<file path="config.mk">
export PLATFORM = sky130hd
export DESIGN_NAME = hyperload_tape_player
export DESIGN_NICKNAME = d
export VERILOG_FILES = /design/src/rtl/hyperload_tape_player.sv
export SDC_FILE = /design/constraint.sdc
export NUM_CORES = 1
export LEC_CHECK = 0
export CORE_MARGIN = 8
export CORE_UTILIZATION = 55
export CTS_BUF_LIST = sky130_fd_sc_hd__clkbuf_4 sky130_fd_sc_hd__clkbuf_8
export DETAILED_ROUTE_END_ITERATION = 6
export GPL_TIMING_DRIVEN = 0
export PLACE_DENSITY_LB_ADDON = 0.05
export SETUP_SLACK_MARGIN = 0.4
export SLEW_MARGIN = 20
export SYNTH_ARGS = -nofsm -noshare
export SYNTH_HDL_FRONTEND = slang
export SYNTH_SLANG_ARGS = --single-unit
</file>
<file path="constraint.sdc">
create_clock -name clk -period 4.59 [get_ports clk]
set_input_delay 0.459 -clock clk [delete_from_list [all_inputs] [get_ports clk]]
set_output_delay 0.459 -clock clk [all_outputs]
set_load 0.005 [all_outputs]
</file>
<file path="src/rtl/hyperload_tape_player.sv">
// Hyperload tape player: turns FIFO bytes into EAR half-pulses, MSB first.
// Define HYPERLOAD_PILOT_EN to emit pilot tone and sync pulses at the start of each burst.
module hyperload_tape_player #(
    parameter int unsigned HALF0       = 12214,
    parameter int unsigned HALF1       = 24429,
    parameter int unsigned PILOT_HALF  = 30971,
    parameter int unsigned PILOT_COUNT = 3223,
    parameter int unsigned SYNC1       = 9529,
    parameter int unsigned SYNC2       = 10500
) (
    input  logic       clk,
    input  logic       reset_n,
    input  logic       enable,
    input  logic       fifo_empty,
    input  logic [7:0] fifo_data,
    output logic       fifo_rd,
    output logic       ear_out,
    output logic       busy
);

    typedef enum logic [2:0] {
        IDLE    = 3'd0,
        PILOT   = 3'd1,
        SYNC_A  = 3'd2,
        SYNC_B  = 3'd3,
        FETCH   = 3'd4,
        LATCH   = 3'd5,
        HALF_HI = 3'd6,
        HALF_LO = 3'd7
    } state_t;

    localparam int unsigned LEN_MAX = 32'd65536;

    // Every length must fit the 16-bit down-counter; a misconfigured block never starts.
    localparam bit CFG_OK = (HALF0 >= 32'd1) && (HALF0 <= LEN_MAX) &&
                            (HALF1 >= 32'd1) && (HALF1 <= LEN_MAX) &&
                            (PILOT_HALF >= 32'd1) && (PILOT_HALF <= LEN_MAX) &&
                            (PILOT_COUNT >= 32'd1) && (PILOT_COUNT <= LEN_MAX) &&
                            (SYNC1 >= 32'd1) && (SYNC1 <= LEN_MAX) &&
                            (SYNC2 >= 32'd1) && (SYNC2 <= LEN_MAX);

    localparam logic [15:0] HALF0_M1 = 16'(HALF0 - 32'd1);
    localparam logic [15:0] HALF1_M1 = 16'(HALF1 - 32'd1);

    function automatic logic [15:0] half_len_m1(input logic bit_v);
        return bit_v ? HALF1_M1 : HALF0_M1;
    endfunction

    state_t      state_q, state_d;
    logic [15:0] half_cnt_q, half_cnt_d;
    logic [3:0]  bit_cnt_q, bit_cnt_d;
    logic [7:0]  shift_q, shift_d;
    logic        ear_q, ear_d;
    logic        busy_q;

`ifdef HYPERLOAD_PILOT_EN
    localparam logic [15:0] PILOT_HALF_M1  = 16'(PILOT_HALF - 32'd1);
    localparam logic [15:0] PILOT_COUNT_M1 = 16'(PILOT_COUNT - 32'd1);
    localparam logic [15:0] SYNC1_M1       = 16'(SYNC1 - 32'd1);
    localparam logic [15:0] SYNC2_M1       = 16'(SYNC2 - 32'd1);

    logic [15:0] pilot_cnt_q, pilot_cnt_d;

    // Pilot half-pulse counter register.
    always_ff @(posedge clk or negedge reset_n) begin
        if (!reset_n) begin
            pilot_cnt_q <= 16'd0;
        end else begin
            pilot_cnt_q <= pilot_cnt_d;
        end
    end
`endif

    // Pop is combinational so it can never fire on a cycle where the FIFO reports empty.
    assign fifo_rd = (state_q == FETCH) && !fifo_empty && enable;
    assign ear_out = ear_q;
    assign busy    = busy_q;

    // State, counters, shift register and registered outputs.
    always_ff @(posedge clk or negedge reset_n) begin
        if (!reset_n) begin
            state_q    <= IDLE;
            half_cnt_q <= 16'd0;
            bit_cnt_q  <= 4'd0;
            shift_q    <= 8'd0;
            ear_q      <= 1'b0;
            busy_q     <= 1'b0;
        end else begin
            state_q    <= state_d;
            half_cnt_q <= half_cnt_d;
            bit_cnt_q  <= bit_cnt_d;
            shift_q    <= shift_d;
            ear_q      <= ear_d;
            busy_q     <= (state_d != IDLE);
        end
    end

    // Next-state logic; ear_d is the EAR level for the state being entered.
    always_comb begin
        state_d    = state_q;
        half_cnt_d = half_cnt_q;
        bit_cnt_d  = bit_cnt_q;
        shift_d    = shift_q;
        ear_d      = 1'b0;
`ifdef HYPERLOAD_PILOT_EN
        pilot_cnt_d = pilot_cnt_q;
`endif
        if (!enable) begin
            state_d    = IDLE;
            half_cnt_d = 16'd0;
            bit_cnt_d  = 4'd0;
            shift_d    = 8'd0;
`ifdef HYPERLOAD_PILOT_EN
            pilot_cnt_d = 16'd0;
`endif
        end else begin
            case (state_q)
                IDLE: begin
                    if (!fifo_empty && CFG_OK) begin
`ifdef HYPERLOAD_PILOT_EN
                        state_d     = PILOT;
                        half_cnt_d  = PILOT_HALF_M1;
                        pilot_cnt_d = PILOT_COUNT_M1;
                        ear_d       = 1'b1;
`else
                        state_d = FETCH;
`endif
                    end else begin
                        state_d = IDLE;
                    end
                end
`ifdef HYPERLOAD_PILOT_EN
                PILOT: begin
                    if (half_cnt_q == 16'd0) begin
                        if (pilot_cnt_q == 16'd0) begin
                            state_d    = SYNC_A;
                            half_cnt_d = SYNC1_M1;
                            ear_d      = 1'b1;
                        end else begin
                            pilot_cnt_d = pilot_cnt_q - 16'd1;
                            half_cnt_d  = PILOT_HALF_M1;
                            ear_d       = ~ear_q;
                        end
                    end else begin
                        half_cnt_d = half_cnt_q - 16'd1;
                        ear_d      = ear_q;
                    end
                end
                SYNC_A: begin
                    if (half_cnt_q == 16'd0) begin
                        state_d    = SYNC_B;
                        half_cnt_d = SYNC2_M1;
                    end else begin
                        half_cnt_d = half_cnt_q - 16'd1;
                        ear_d      = 1'b1;
                    end
                end
                SYNC_B: begin
                    if (half_cnt_q == 16'd0) begin
                        state_d = FETCH;
                    end else begin
                        half_cnt_d = half_cnt_q - 16'd1;
                    end
                end
`endif
                FETCH: begin
                    if (fifo_empty) begin
                        state_d = IDLE;
                    end else begin
                        state_d = LATCH;
                    end
                end
                LATCH: begin
                    shift_d    = fifo_data;
                    bit_cnt_d  = 4'd8;
                    half_cnt_d = half_len_m1(fifo_data[7]);
                    state_d    = HALF_HI;
                    ear_d      = 1'b1;
                end
                HALF_HI: begin
                    if (half_cnt_q == 16'd0) begin
                        state_d    = HALF_LO;
                        half_cnt_d = half_len_m1(shift_q[7]);
                    end else begin
                        half_cnt_d = half_cnt_q - 16'd1;
                        ear_d      = 1'b1;
                    end
                end
                HALF_LO: begin
                    if (half_cnt_q == 16'd0) begin
                        shift_d   = {shift_q[6:0], 1'b0};
                        bit_cnt_d = bit_cnt_q - 4'd1;
                        if (bit_cnt_q == 4'd1) begin
                            state_d = FETCH;
                        end else begin
                            state_d    = HALF_HI;
                            half_cnt_d = half_len_m1(shift_q[6]);
                            ear_d      = 1'b1;
                        end
                    end else begin
                        half_cnt_d = half_cnt_q - 16'd1;
                    end
                end
                default: begin
                    state_d = IDLE;
                end
            endcase
        end
    end

endmodule

</file>
# Word-level counts from Yosys, hierarchy flattened
# Cells that the tools add are included.
[word_totals]
ff_bits = 33
latchBits = 0
mem_bits_rw = 0
mem_bits_ro = 0
in_bits = 12
out_inout_bits = 3
elab_cells = 51
mem_count = 0
[classes]
addsub = 2
n_mul = 0
n_div = 0
order_cmp = 0
eq_ne = 9
n_shift = 0
n_mux = 26
n_bitwise = 0
reduce_logical = 8
[op_table]
columns = ["op", "n"]
rows = [
  ["$mux 16", 4],
  ["$pmux 16 s3", 1],
  ["$mux 15", 3],
  ["$logic_not 16->1", 1],
  ["$mux 8", 2],
  ["$pmux 8 s2", 1],
  ["$sub 16x1->16 const B", 1],
  ["$mux 3", 5],
  ["$pmux 3 s5", 1],
  ["$eq 3x3->1 const B", 4],
  ["$mux 4", 2],
  ["$pmux 4 s2", 1],
  ["$eq 4x1->1 const B", 1],
  ["$mux 1", 4],
  ["$ne 4x1->1 const B", 1],
  ["$ne 4x4->1 const B", 1],
  ["$reduce_and 2->1", 2],
  ["$sub 4x1->4 const B", 1],
  ["$logic_not 3->1", 1],
  ["$ne 3x1->1 const B", 1],
  ["$ne 3x3->1 const B", 1],
  ["$pmux 1 s3", 1],
  ["$reduce_bool 3->1", 1],
  ["$logic_and 1x1->1", 2],
  ["other kinds (2)", 2],
]

# Logic depth before layout (Yosys ltp)
[depth]
ltp_word = 6
depth_mapped = 8
ltp_nobuf = 7

# Worst setup path after synthesis
# OpenSTA, ideal clock, no wires.
[synth_path]
path_kind = "register to register"
start = "register half_cnt_q[0]"
end = "register shift_q[4]"
setup_time_ns = 0.120
t_arrival_ns = 1.772
required_time_ns = 4.470
slack_ns = 2.698
path_stages_with_launch = 9
path_buffers = 1
period_less_slack_ns = 1.892
cell_sequence = "dfrtp_1 inv_1 ha_1 nor3b_1 nand4_4 a21oi_4 buf_6 nand2_1 o211a_1"
[synth_via]
elab_chain_cells = 3
[synth_rtl]
columns = ["element", "line_no", "rtl"]
rows = [
  ["from (decl)", "50", "logic [15:0] half_cnt_q, half_cnt_d;"],
  ["from (signal assigned)", "90", "half_cnt_q <= half_cnt_d;"],
  ["$logic_not 16->1", "190", "if (half_cnt_q == 16'd0) begin"],
  ["$ne 3x3->1 (no source line)", "-", ""],
  ["$reduce_and 2->1 (no source line)", "-", ""],
  ["to (signal assigned)", "92", "shift_q <= shift_d;"],
  ["to (decl)", "52", "logic [7:0] shift_q, shift_d;"],
]
# No other way between the ends.
# A chain may end at the register's enable or synchronous reset.

# Worst setup path after layout
[layout_path]
start = "input enable"
end = "output fifo_rd"
[layout_via]
elab_chain_cells = 1
[layout_rtl]
columns = ["element", "line_no", "rtl"]
rows = [
  ["from (decl)", "13", "input logic enable,"],
  ["$logic_and 1x1->1", "75", "assign fifo_rd = (state_q == FETCH) && !fifo_empty && enable;"],
  ["to (decl)", "16", "output logic fifo_rd,"],
]
# No other way between the ends.

==> flow_metrics.env <==
export IMPL_yosysUniqueCellTypes=47
export IMPL_syn_inst=208
export IMPL_arrival_ns=2.07
export IMPL_p_sw_frac=0.254
export IMPL_coreArea_um2=3550
export IMPL_fin_tns_setup_ns=0
export IMPL_drt_initial_drc_count=160
export IMPL_hold_path_class="in2async"
export IMPL_switching_power_uw=135
export IMPL_relSlewSlack=0.345
export IMPL_synthSimpleGateAreaFrac=0.236
export IMPL_synth_edf_count=0
export IMPL_synth_area_per_cell_um2=9.52
export IMPL_setup_slack_ns=2.06
export IMPL_syn_num_nets=224
export IMPL_cp_max_fo=6
export IMPL_drv_cap=0
export IMPL_fin_cells=277
export IMPL_hold_viol=0
export IMPL_drv_slew=0
export IMPL_grt_antenna_before_repair=0
export IMPL_rsz0062_at_grt="false"
export IMPL_grt_pass1_wl_um=7910
export IMPL_outcome="finished, final reports clean"
export IMPL_crit_type="in2out"
export IMPL_root_buffer="clkbuf_4"
export IMPL_min_period_ns=2.53
export IMPL_num_rows=22
export IMPL_vdd_ir_drop_max_mv=0.138
export IMPL_final_antenna_net_count=0
export IMPL_routed_wl_um=4660
export IMPL_drc_errors=0
export IMPL_grt_usage=0.163
export IMPL_num_vias=1727
export IMPL_first_global_vias=1705
export IMPL_pwr_density_cell_nw_per_um2=239
export IMPL_clock_latency_ns=0.34
export IMPL_die_w_um=76.0
export IMPL_ys_flop_type="dfrtp_1"
export IMPL_dp_slack_ns=2.05
export IMPL_grt_max_degree=34
export IMPL_htreeDepth=2
export IMPL_synth_compound_area_share=0.215
export IMPL_cts_tree="done"
export IMPL_nFillCells=297
export IMPL_setup_worst_path_start_class="input port"
export IMPL_worstSetupEndpointType="primary output"
export IMPL_postCtsHoldBufs=0
export IMPL_power_leakage_uw=0.00112
export IMPL_portBuffers=14
export IMPL_drive_gt1_frac=0.0961
export IMPL_fmax_mhz=395
export IMPL_clock_skew_ns=0.0127
export IMPL_cts_buffers=5
export IMPL_p_int_uw=398
export IMPL_synth_xor_area_share=0.00884
export IMPL_multi_input_area_um2=1070
export IMPL_ioPinCount=15
export IMPL_synthArstFlopShare=1.00
export IMPL_final_seq_area_um2=826
export IMPL_area_delta_synth_final_pct=12.8
export IMPL_synthAdderAreaFrac=0.0253
export IMPL_ys_ff_latch=33
export IMPL_dp_cells=270
export IMPL_synth_area_um2=1980
export IMPL_worst_slew_pin_slew_ns=0.976
export IMPL_p_comb_frac=0.116
export IMPL_seq_area_frac_synth=0.417
export IMPL_dieArea_um2=5780
export IMPL_critPathRequiredTime_ns=4.13
export IMPL_wl_per_cell_um=16.8
export IMPL_fin_crit_sh=0.551
export IMPL_cts_sinks=33
export IMPL_finalSetupViolCount=0
export IMPL_pwr_share_seq=0.559
export IMPL_fin_nets=245
export IMPL_reg2reg_depth=7
export IMPL_detail_route_vias_per_cell=6.23
export IMPL_synth_top_family_by_area="simple AND/OR/NAND/NOR gates"
export IMPL_die_h_um=76.0
export IMPL_dr_pass1_iters=4
export IMPL_cts_setup_buffers=0
export IMPL_yosysWarnings=0
export IMPL_overflow=0
export IMPL_num_antenna_cells=0
export IMPL_clockPowerShare=0.326
export IMPL_hpwl_um=3250
export IMPL_gp_congestion=0.863
export IMPL_path_clk_slew_ns=0.10
export IMPL_muxShareOfSynthArea=0.0562
export IMPL_start_util=0.558
export IMPL_clockBufferDepth=2
export IMPL_post_cts_resized=0
==> flip-flops by register name, indices dropped and copies added (netlist names) <==
register	cells
bit_cnt_q	4
busy	1
ear_out	1
half_cnt_q	16
shift_q	8
state_q	3
==> cells by family (layout without fill, tap and decap cells) <==
group | Yosys count | in the layout
and+or+nand+nor | 83 | 83
AOI/OAI and AO/OA | 58 | 58
DFF | 33 | 33
buffers and inverters | 17 | 38
muxes | 11 | 11
adders and majority gates | 4 | 4
xor gates and xnor gates | 2 | 2
==> cell usage in the layout, fill, tap and decap left out, types with 5 or more instances in the layout <==
cell | netlist | final
a21oi_1 | 5 | 5
nand2_1 | 23 | 23
inv_1 | 7 | 7
o21ai_0 | 16 | 16
nor2b_1 | 5 | 5
clkbuf_4 | 0 | 6
nand3_1 | 17 | 17
clkdlybuf4s50_1 | 0 | 13
mux2i_1 | 10 | 10
nor2_1 | 12 | 12
o211ai_1 | 5 | 5
dfrtp_1 | 33 | 33
nor3_1 | 6 | 6
o211a_1 | 8 | 8
==> power groups by stage <==
stage                     Sequential, uW  Clock (uW)  Combinational [uW]
final                                298         174                61.7
after global routing                 299         190                68.7
after CTS                            298         180                61.7
after detailed placement             304           0                61.5
after global placement               304           0                59.8
after floorplan                      303           0                35.8
==> per-stage QoR <==
step           utilization  hold WS [ns]  total power, uW  instance area [um^2]
2_1_floorplan            -         0.163              339                  1980
3_3_place_gp         0.614         0.466              363                  2180
3_5_place_dp         0.613         0.487              365                  2180
4_1_cts              0.629         0.180              540                  2230
5_1_grt              0.629         0.218              557                  2230
6_report             0.629         0.159              534                  2230
==> final cells by class <==
| class | instances | area share |
|---|---|---|
| Multi-Input combinational cell | 158 | 0.479 |
| Sequential cell | 33 | 0.370 |
| Timing Repair Buffer | 14 | 0.0605 |
| Tap cell | 48 | 0.0269 |
| Clock buffer | 7 | 0.0263 |
| Buffer | 10 | 0.0258 |
| Inverter | 7 | 0.0118 |
==> metal layers <==
| metal | global-route usage | vias up | share of wire |
|---|---|---|---|
| met4 | 0.0627 | 0 | 0.014 |
| li1 | - | 813 | - |
| met5 | 0 | - | 0 |
| met3 | 0.0330 | 7 | 0.061 |
| met2 | 0.256 | 61 | 0.47 |
| met1 | 0.212 | 846 | 0.45 |
==> path summary, 6_finish.rpt <==
kind,startpoint,to,slack (ns)
worst max register to register,half_cnt_q[0],half_cnt_q[12],2.20
worst max-delay path,enable,fifo_rd,2.06
min in group clk,half_cnt_q[15],half_cnt_q[15],0.50
worst min register to register,half_cnt_q[15],half_cnt_q[15],0.50
worst min-delay path,reset_n,bit_cnt_q[1],0.16
max in group asynchronous,reset_n,half_cnt_q[5],3.95
==> cell usage after synthesis, types with 3 or more instances <==
cell,count,area [um^2]
nor2b_1,5,31.3
ha_1,4,50.1
nor3_1,6,30.0
clkbuf_1,3,11.3
dfrtp_1,33,826
o311ai_0,3,26.3
inv_1,7,26.3
o211ai_1,5,37.5
nand3_1,17,85.1
nand2_1,23,86.3
buf_2,3,15.0
nor4_1,4,25.0
o21ai_0,16,80.1
a21oi_1,5,25.0
nor2_1,12,45.0
o21a_1,4,30.0
mux2i_1,10,100
o211a_1,8,80.1
==> worst max-delay path, stage by stage <==
cell and delay, ns:
clkdlybuf4s50_1 0.60, nand2_1 0.21, nor4_1 0.24, clkdlybuf4s50_1 0.56
(Power assumes the default switching activity.)
